## src/rtl/alu_share_arbiter.sv

```systemverilog
// rtl/alu_share_arbiter.sv - round-robin sharing of one combinational alu between two requesters
//
// Purpose:
//   Accepts one operation at a time from two requesters. When both present an
//   operation, the one that was not served last wins. The accepted operands
//   are registered and held on alu_* for EXEC_CYCLES cycles. The alu result is
//   then captured into rsp_s/rsp_z and offered back to the winning requester
//   with a valid/ready handshake.
//
// Ports:
//   clock, reset                 rising-edge clock, asynchronous active-high reset
//   reqN_valid / reqN_ready      request handshake for requester N (ready is combinational)
//   reqN_a, reqN_b, reqN_aluc    requester N operands and opcode
//   rspN_valid / rspN_ready      response handshake for requester N
//   rsp_s, rsp_z                 registered result and zero flag, shared by both responses
//   alu_a, alu_b, alu_aluc       registered operands driving the external alu
//   alu_s, alu_z                 external alu outputs
//   busy                         high whenever an operation is in flight

module alu_share_arbiter #(
    parameter int WIDTH       = 32,
    parameter int EXEC_CYCLES = 1
) (
    input  logic             clock,
    input  logic             reset,
    input  logic             req0_valid,
    output logic             req0_ready,
    input  logic [WIDTH-1:0] req0_a,
    input  logic [WIDTH-1:0] req0_b,
    input  logic [3:0]       req0_aluc,
    input  logic             req1_valid,
    output logic             req1_ready,
    input  logic [WIDTH-1:0] req1_a,
    input  logic [WIDTH-1:0] req1_b,
    input  logic [3:0]       req1_aluc,
    output logic             rsp0_valid,
    input  logic             rsp0_ready,
    output logic             rsp1_valid,
    input  logic             rsp1_ready,
    output logic [WIDTH-1:0] rsp_s,
    output logic             rsp_z,
    output logic [WIDTH-1:0] alu_a,
    output logic [WIDTH-1:0] alu_b,
    output logic [3:0]       alu_aluc,
    input  logic [WIDTH-1:0] alu_s,
    input  logic             alu_z,
    output logic             busy
);

    localparam logic [1:0] S_IDLE = 2'd0;
    localparam logic [1:0] S_EXEC = 2'd1;
    localparam logic [1:0] S_RESP = 2'd2;

    // The counter runs from EXEC_CYCLES-1 down to 0; a request for zero
    // cycles is treated the same as one cycle.
    localparam logic [7:0] CNT_LOAD = (EXEC_CYCLES <= 1) ? 8'd0 : 8'(EXEC_CYCLES - 1);

    logic [1:0]       state_q, state_d;
    logic             ptr_q, ptr_d;     // id of the requester favoured on a tie
    logic             gid_q, gid_d;     // id of the requester currently being served
    logic [7:0]       cnt_q, cnt_d;
    logic [WIDTH-1:0] a_q, a_d;
    logic [WIDTH-1:0] b_q, b_d;
    logic [3:0]       c_q, c_d;
    logic [WIDTH-1:0] s_q, s_d;
    logic             z_q, z_d;

    logic grant;
    logic idle;
    logic accept;
    logic rsp_hs;

    assign idle = (state_q == S_IDLE);

    always_comb begin
        grant = 1'b0;
        if (req0_valid && req1_valid) begin
            grant = ptr_q;
        end else if (req1_valid) begin
            grant = 1'b1;
        end
    end

    assign req0_ready = idle && req0_valid && !grant;
    assign req1_ready = idle && req1_valid && grant;
    assign accept     = req0_ready || req1_ready;

    assign rsp0_valid = (state_q == S_RESP) && !gid_q;
    assign rsp1_valid = (state_q == S_RESP) && gid_q;
    // The non-granted requester's rsp_ready never reaches the FSM.
    assign rsp_hs     = gid_q ? rsp1_ready : rsp0_ready;

    always_comb begin
        state_d = state_q;
        ptr_d   = ptr_q;
        gid_d   = gid_q;
        cnt_d   = cnt_q;
        a_d     = a_q;
        b_d     = b_q;
        c_d     = c_q;
        s_d     = s_q;
        z_d     = z_q;
        case (state_q)
            S_IDLE: begin
                if (accept) begin
                    a_d     = grant ? req1_a    : req0_a;
                    b_d     = grant ? req1_b    : req0_b;
                    c_d     = grant ? req1_aluc : req0_aluc;
                    gid_d   = grant;
                    cnt_d   = CNT_LOAD;
                    state_d = S_EXEC;
                end
            end
            S_EXEC: begin
                if (cnt_q != 8'd0) begin
                    cnt_d = cnt_q - 8'd1;
                end else begin
                    s_d     = alu_s;
                    z_d     = alu_z;
                    state_d = S_RESP;
                end
            end
            S_RESP: begin
                if (rsp_hs) begin
                    ptr_d   = ~gid_q;
                    state_d = S_IDLE;
                end
            end
            default: state_d = S_IDLE;
        endcase
    end

    always_ff @(posedge clock or posedge reset) begin
        if (reset) begin
            state_q <= S_IDLE;
            ptr_q   <= 1'b0;
            gid_q   <= 1'b0;
            cnt_q   <= 8'd0;
            a_q     <= '0;
            b_q     <= '0;
            c_q     <= 4'd0;
            s_q     <= '0;
            z_q     <= 1'b0;
        end else begin
            state_q <= state_d;
            ptr_q   <= ptr_d;
            gid_q   <= gid_d;
            cnt_q   <= cnt_d;
            a_q     <= a_d;
            b_q     <= b_d;
            c_q     <= c_d;
            s_q     <= s_d;
            z_q     <= z_d;
        end
    end

    assign alu_a    = a_q;
    assign alu_b    = b_q;
    assign alu_aluc = c_q;
    assign rsp_s    = s_q;
    assign rsp_z    = z_q;
    assign busy     = !idle;

endmodule

```

## config.mk

```make
export PLATFORM = sky130hd
export DESIGN_NAME = alu_share_arbiter
export DESIGN_NICKNAME = d
export VERILOG_FILES = /design/src/rtl/alu_share_arbiter.sv
export SDC_FILE = /design/constraint.sdc
export NUM_CORES = 1
export LEC_CHECK = 0
export ABC_CLOCK_PERIOD_IN_PS = 3500
export BUFFER_PORTS_ARGS = -buffer_cell sky130_fd_sc_hd__buf_2
export CORE_MARGIN = 4
export CORE_UTILIZATION = 40
export CTS_CLUSTER_SIZE = 8
export DETAILED_ROUTE_END_ITERATION = 16
export GPL_ROUTABILITY_DRIVEN = 0
export GPL_TIMING_DRIVEN = 0
export PLACE_DENSITY = 0.78
export SLEW_MARGIN = 25
export SYNTH_ARGS = -nofsm -noshare
export SYNTH_HDL_FRONTEND = slang
export SYNTH_SLANG_ARGS = --single-unit
```

## constraint.sdc

```tcl
create_clock -name clock -period 3.5 [get_ports clock]
set_input_delay 0.35 -clock clock [delete_from_list [all_inputs] [get_ports clock]]
set_output_delay 0.35 -clock clock [all_outputs]
set_load 0.005 [all_outputs]
```

# Word-level counts from Yosys, hierarchy flattened
# Cells that the tools add are included.
[classes]
n_addsub = 1
multipliers = 0
div = 0
order_cmp = 0
n_eq_ne = 6
shifts = 0
mux = 13
bitwise = 2
reduce_logical = 19
[ops]
columns = ["operator", "count"]
rows = [
  ["2-to-1 mux 32 bit", 2],
  ["2-to-1 mux 8 bit", 2],
  ["case mux 8 bit (2 select lines)", 1],
  ["nonzero test 8 bit", 1],
  ["subtractor 8 x 1 -> 8 bit (second input constant)", 1],
  ["logical AND 1 bit", 7],
  ["2-to-1 mux 2 bit", 3],
  ["inequality test 2 bit (second input constant)", 3],
  ["case mux 2 bit (3 select lines)", 1],
  ["AND reduction 2 bit", 3],
  ["AND reduction 3 bit", 2],
  ["2-to-1 mux 4 bit", 1],
  ["zero test 1 bit", 3],
  ["2-to-1 mux 1 bit", 3],
  ["equality test 2 x 1 -> 1 bit (second input constant)", 1],
  ["equality test 2 bit (second input constant)", 1],
  ["zero test 2 bit", 1],
  ["inequality test 2 x 1 -> 1 bit (second input constant)", 1],
  ["NOT 1 bit", 2],
  ["nonzero test 2 bit", 1],
  ["logical OR 1 bit", 1],
]
[word_totals]
reg_bits = 113
latchBits = 0
mem_bits_rw = 0
rom_bits = 0
inputBits = 175
output_inout_bits = 106
wordCells = 50
memories = 0

# Longest topological paths before layout
[depth]
word_depth = 7
mapped_depth = 7
ltp_nobuf = 6

# Worst setup path after synthesis
# No wires, ideal clock.
[synth_timing]
kind = "register to register"
startpoint = "register cnt_q[0]"
endpoint = "register cnt_q[7]"
setup_time_ns = 0.077
arrival_time_ns = 1.639
t_required_ns = 3.423
slack_ns = 1.784
path_stages_with_launch = 7
n_path_buf = 0
synth_period_minus_slack_ns = 1.716
cell_sequence = "dfrtp_1 > inv_1 > ha_1 > nor4bb_1 > a211o_1 > or4_1 > a21oi_1"
[synth_via]
elab_chain_cells = 3
elab_cells_between_ends = 6
cone_classes = "1 x add/sub; 1 x eq/ne; 2 x mux; 2 x reduce/logical"
[synth_rtl]
columns = ["element", "line_no", "source"]
rows = [
  ["start, declared", "61", "logic [7:0] cnt_q, cnt_d;"],
  ["start signal, assigned", "148", "cnt_q <= cnt_d;"],
  ["subtractor 8 x 1 -> 8 bit / nonzero test 8 bit (equally long branches)", "116, 115", ""],
  ["2-to-1 mux 8 bit / inequality test 2 bit (equally long branches)", "n/a", ""],
  ["case mux 8 bit (2 select lines) / AND reduction 3 bit (equally long branches)", "n/a", ""],
]
# Parallel ways exist; a longest one is shown, timed or not. The select of a mux whose other input is x is not followed.
# A chain may end at the register's enable or synchronous reset.

# Final worst setup path
[layout_timing]
startpoint = "register ptr_q"
endpoint = "output req0_ready"
[layout_via]
elab_chain_cells = 3
[layout_rtl]
columns = ["element", "line_no", "source"]
rows = [
  ["start, declared", "59", "logic ptr_q, ptr_d;"],
  ["start signal, assigned", "146", "ptr_q <= ptr_d;"],
  ["2-to-1 mux 1 bit", "77", "if (req0_valid && req1_valid) begin"],
  ["zero test 1 bit", "84", "assign req0_ready = idle && req0_valid && !grant;"],
  ["logical AND 1 bit", "84", ""],
  ["end, declared", "27", "output logic req0_ready,"],
]
# Every way passes these cells.

==> results.tsv <==
metric	value	unit
status	complete, no violations	
power per unit of standard cell area	808	nW/µm²
max-slew violations	0	
setup slack, reg-to-reg	1380	ps
Layout Skew	8.68	ps
cell-by-cell listing of the critical path	o21ai_0 > clkbuf_1 > buf_2 > nor2b_1 > buf_2	
fraction of final layout cells sized beyond drive strength 1	48.4	%
area share of xor/xnor cells in the synthesized design	0.172	%
total global routing track utilization	21.4	%
summed negative setup slack over all endpoints	0	ps
average vias per placed instance	4.94	
Worst Hold Launch	alu_s[29]	
ratio of final minimum period to clock period	67.5	%
Hold Crit Depth	2	
Die Span X	121	µm
synthesized-area fraction occupied by adder cells	0.491	%
maximum count of clock buffers along a single path	2	
post-synthesis register bit count	113	
CTS Buf Count	17	
Lkg Pwr	4.02	nW
antenna violations before repair	0	
startpoint type of the worst setup path	flip-flop	
r2r startpoint	ptr_q	
Yosys cell types	33	
final hold slack	174	ps
simple-gate share of the synthesized area	8.75	%
number of hold violations in the final report	0	
f_max	423	MHz
R2R cell count	5	
element type at the critical path end	output port	
H-Tree Level Count	4	
clock-pin slew on the worst setup and hold paths	50	ps
CTS sink count	113	
Max Cap Violations	0	
initial cell density of the core	41.7	%
first-pass GRT wire length	24200	µm
Clock Latency Late Sink	410	ps
post-synthesis instance total	438	
number of top-level pins	281	
dominant delay contributor by cell family on the critical path	buffers and inverters	
remaining design rule violation count	0	
Seq pwr share	38.8	%
filler cell count	1040	
vias after detailed routing	4554	
switching share of power	31.8	%
setup slack of the critical path after layout	1140	ps
buffers and inverters on the worst path	3	
class of the tightest hold or removal check	in -> reg	
Hold EP	rsp_s[29]	
worst-case headroom to the max-slew limit	59.7	%
top post-synthesis cells by area	sky130_fd_sc_hd__dfrtp_1 (56%), sky130_fd_sc_hd__mux2i_1 (13%), sky130_fd_sc_hd__mux2_4 (8.6%)	
combined area of all synthesized cells	5090	µm²
main combinational cell family by area after synthesis	multiplexers	
share of power burned in the clock network	27.4	%
pin slew with the least headroom to its limit	604	ps
CP arrival	2010	ps
delay of the slowest critical-path stage	400	ps
HPWL after DPL	12000	µm
type of the worst setup path	reg -> out	
wire length reported by the detailed router	15600	µm
via count of the first global-routing pass	4802	
Die Ht	121	µm
first-pass detailed-route iteration total	4	
root buffer cell	sky130_fd_sc_hd__clkbuf_16	
Yosys warnings	0	
part of the power in combinational logic	33.8	%
Starting DRT DRC Count	229	
Crit Reg-Reg Endpoint	alu_a[24]	
nets in the synthesized netlist	615	
post-place setup slack	1200	ps
post_cts resized	0	
net count of the finished layout	916	
total congestion overflow after global routing	0	
Area Growth Syn to Fin	43.8	%
number of rows in the core area	40	
post-route antenna net violation count	0	
core area	12200	µm²
number of buffer cells added on primary ports	280	
final setup violating endpoints	0	
fraction of synthesized cell area taken by the top area cell type	55.5	%
clock tree from TritonCTS	done	
RSZ-0062 raised after global routing	no	
Max stage delay cell, worst path	sky130_fd_sc_hd__dfrtp_1	
detail-routed net length per standard cell	16.9	µm
CP dominant cell by count	sky130_fd_sc_hd__buf_2	
largest net degree at the start of global routing	59	
proportion of synthesized area in mux cells	23.0	%
Avg Inst Size Synth	11.6	µm²
proportion of synthesized chip area in sequential cells	55.5	%
cell taking the most area after synthesis	sky130_fd_sc_hd__dfrtp_1	
area of the die	14600	µm²
largest fanout on the critical path	10	
Synth Area in Compound Gates	8.89	%
net switching component of the power	1.88	mW
Worst IR Drop VDD	0.401	mV
Critical Path RT	3150	ps
Internal Pwr Total	4.04	mW
clock period minus final worst setup slack	2360	ps
==> what timing repair did <==
| item | CTS | global route |
|---|---|---|
| endpoints found under the hold margin | 1 | 0 |
| buffers inserted | 0 | 0 |
| hold buffers | 1 | 0 |
==> cell type report <==
cell class | count | area (µm²) | area share [%]
Sequential cell | 113 | 2830 | 38.6
Clock inverter | 10 | 83.8 | 1.15
Timing Repair Buffer | 282 | 1440 | 19.7
Clock buffer | 22 | 484 | 6.61
Tap cell | 168 | 210 | 2.87
Inverter | 7 | 31.3 | 0.427
Antenna cell | 1 | 2.50 | 0.0342
Multi-Input combinational cell | 292 | 2110 | 28.8
Buffer | 26 | 134 | 1.83
==> through the flow <==
step / utilization (%) / cell area, µm² / power, mW / instances
after global placement: 54.9 / 6700 / 4.22 / 886
after CTS: 59.9 / 7310 / 5.98 / 920
after global routing: 59.9 / 7320 / 6.32 / 920
final: 59.9 / 7320 / 5.92 / 921
after detailed placement: 55.2 / 6740 / 4.31 / 887
after floorplan: - / 5090 / 3.31 / 438
==> cell families after synthesis <==
family | count (synthesis)
buffers and inverters | 33
XOR/XNOR | 1
flip-flops | 113
AO/OA/AOI/OAI | 88
AND/OR/NAND/NOR | 99
adder cells (fa/ha/maj) | 2
multiplexers | 102
==> state kept, by name, indices dropped and copies added (netlist names), 2 cells and up <==
| signal | flops |
|---|---|
| alu_b | 32 |
| alu_a | 32 |
| state_q | 2 |
| rsp_s | 32 |
| alu_aluc | 4 |
| cnt_q | 8 |
==> per-layer routing <==
| metal | vias to the layer above | track usage (%) | wire length [µm] |
|---|---|---|---|
| met5 | - | 0 | 0 |
| met4 | 0 | 8.22 | 390 |
| met3 | 33 | 7.95 | 1370 |
| met2 | 218 | 38.0 | 8140 |
| met1 | 2177 | 22.9 | 5700 |
| li1 | 2126 | - | - |
==> worst register-to-register path, stage by stage, from the launching register on <==
cell and delay (ps):
sky130_fd_sc_hd__dfrtp_1 400, sky130_fd_sc_hd__o21ai_0 160, sky130_fd_sc_hd__clkbuf_1 400, sky130_fd_sc_hd__buf_2 470, sky130_fd_sc_hd__mux2i_1 430, sky130_fd_sc_hd__o21ai_0 130
==> how the worst max path moves through the flow <==
stage          startpoint          to  slack, ps  cells past startpoint
6_report            ptr_q  req0_ready       1140                      5
5_1_grt             ptr_q  req0_ready       1040                      5
4_1_cts             ptr_q  req0_ready       1070                      5
3_5_place_dp   req1_valid   alu_b[18]       1200                      6
3_3_place_gp        reset    alu_b[7]       -940                      2
2_1_floorplan       reset    alu_a[0]        160                      1
==> power by group through the flow <==
stage | Clock, mW | Sequential [mW] | Combinational [mW]
5_1_grt | 1.72 | 2.38 | 2.22
6_report | 1.62 | 2.30 | 2.00
4_1_cts | 1.66 | 2.29 | 2.03
3_5_place_dp | 0 | 2.30 | 2.01
3_3_place_gp | 0 | 2.26 | 1.95
2_1_floorplan | 0 | 2.32 | 0.990
==> cell usage after synthesis (all sizes together) <==
master	number
nand2b	2
nand3b	1
or2	2
and2	1
or4	2
a21o	1
buf	12
a21oi	6
a211o	1
o21ai	78
mux2i	68
nor3	1
nor2b	2
inv	7
xnor2	1
nand2	72
nor4bb	1
nor3b	1
o31ai	1
mux2	34
nor2	6
clkbuf	14
ha	2
or3	7
dfrtp	113
a2111oi	1
nor4	1
==> cell usage in the layout, fill, tap and decap left out, drive strengths merged, types with 2 or more instances in the layout <==
cell type	instances
clkinv	7
nand2b	2
or4	2
clkinvlp	2
inv	7
or3	7
or2	2
mux2	34
buf	293
nor2	6
ha	2
o21ai	78
nand2	72
dfrtp	113
nor2b	2
mux2i	68
clkbuf	36
a21oi	6
(Power assumes the default switching activity.)
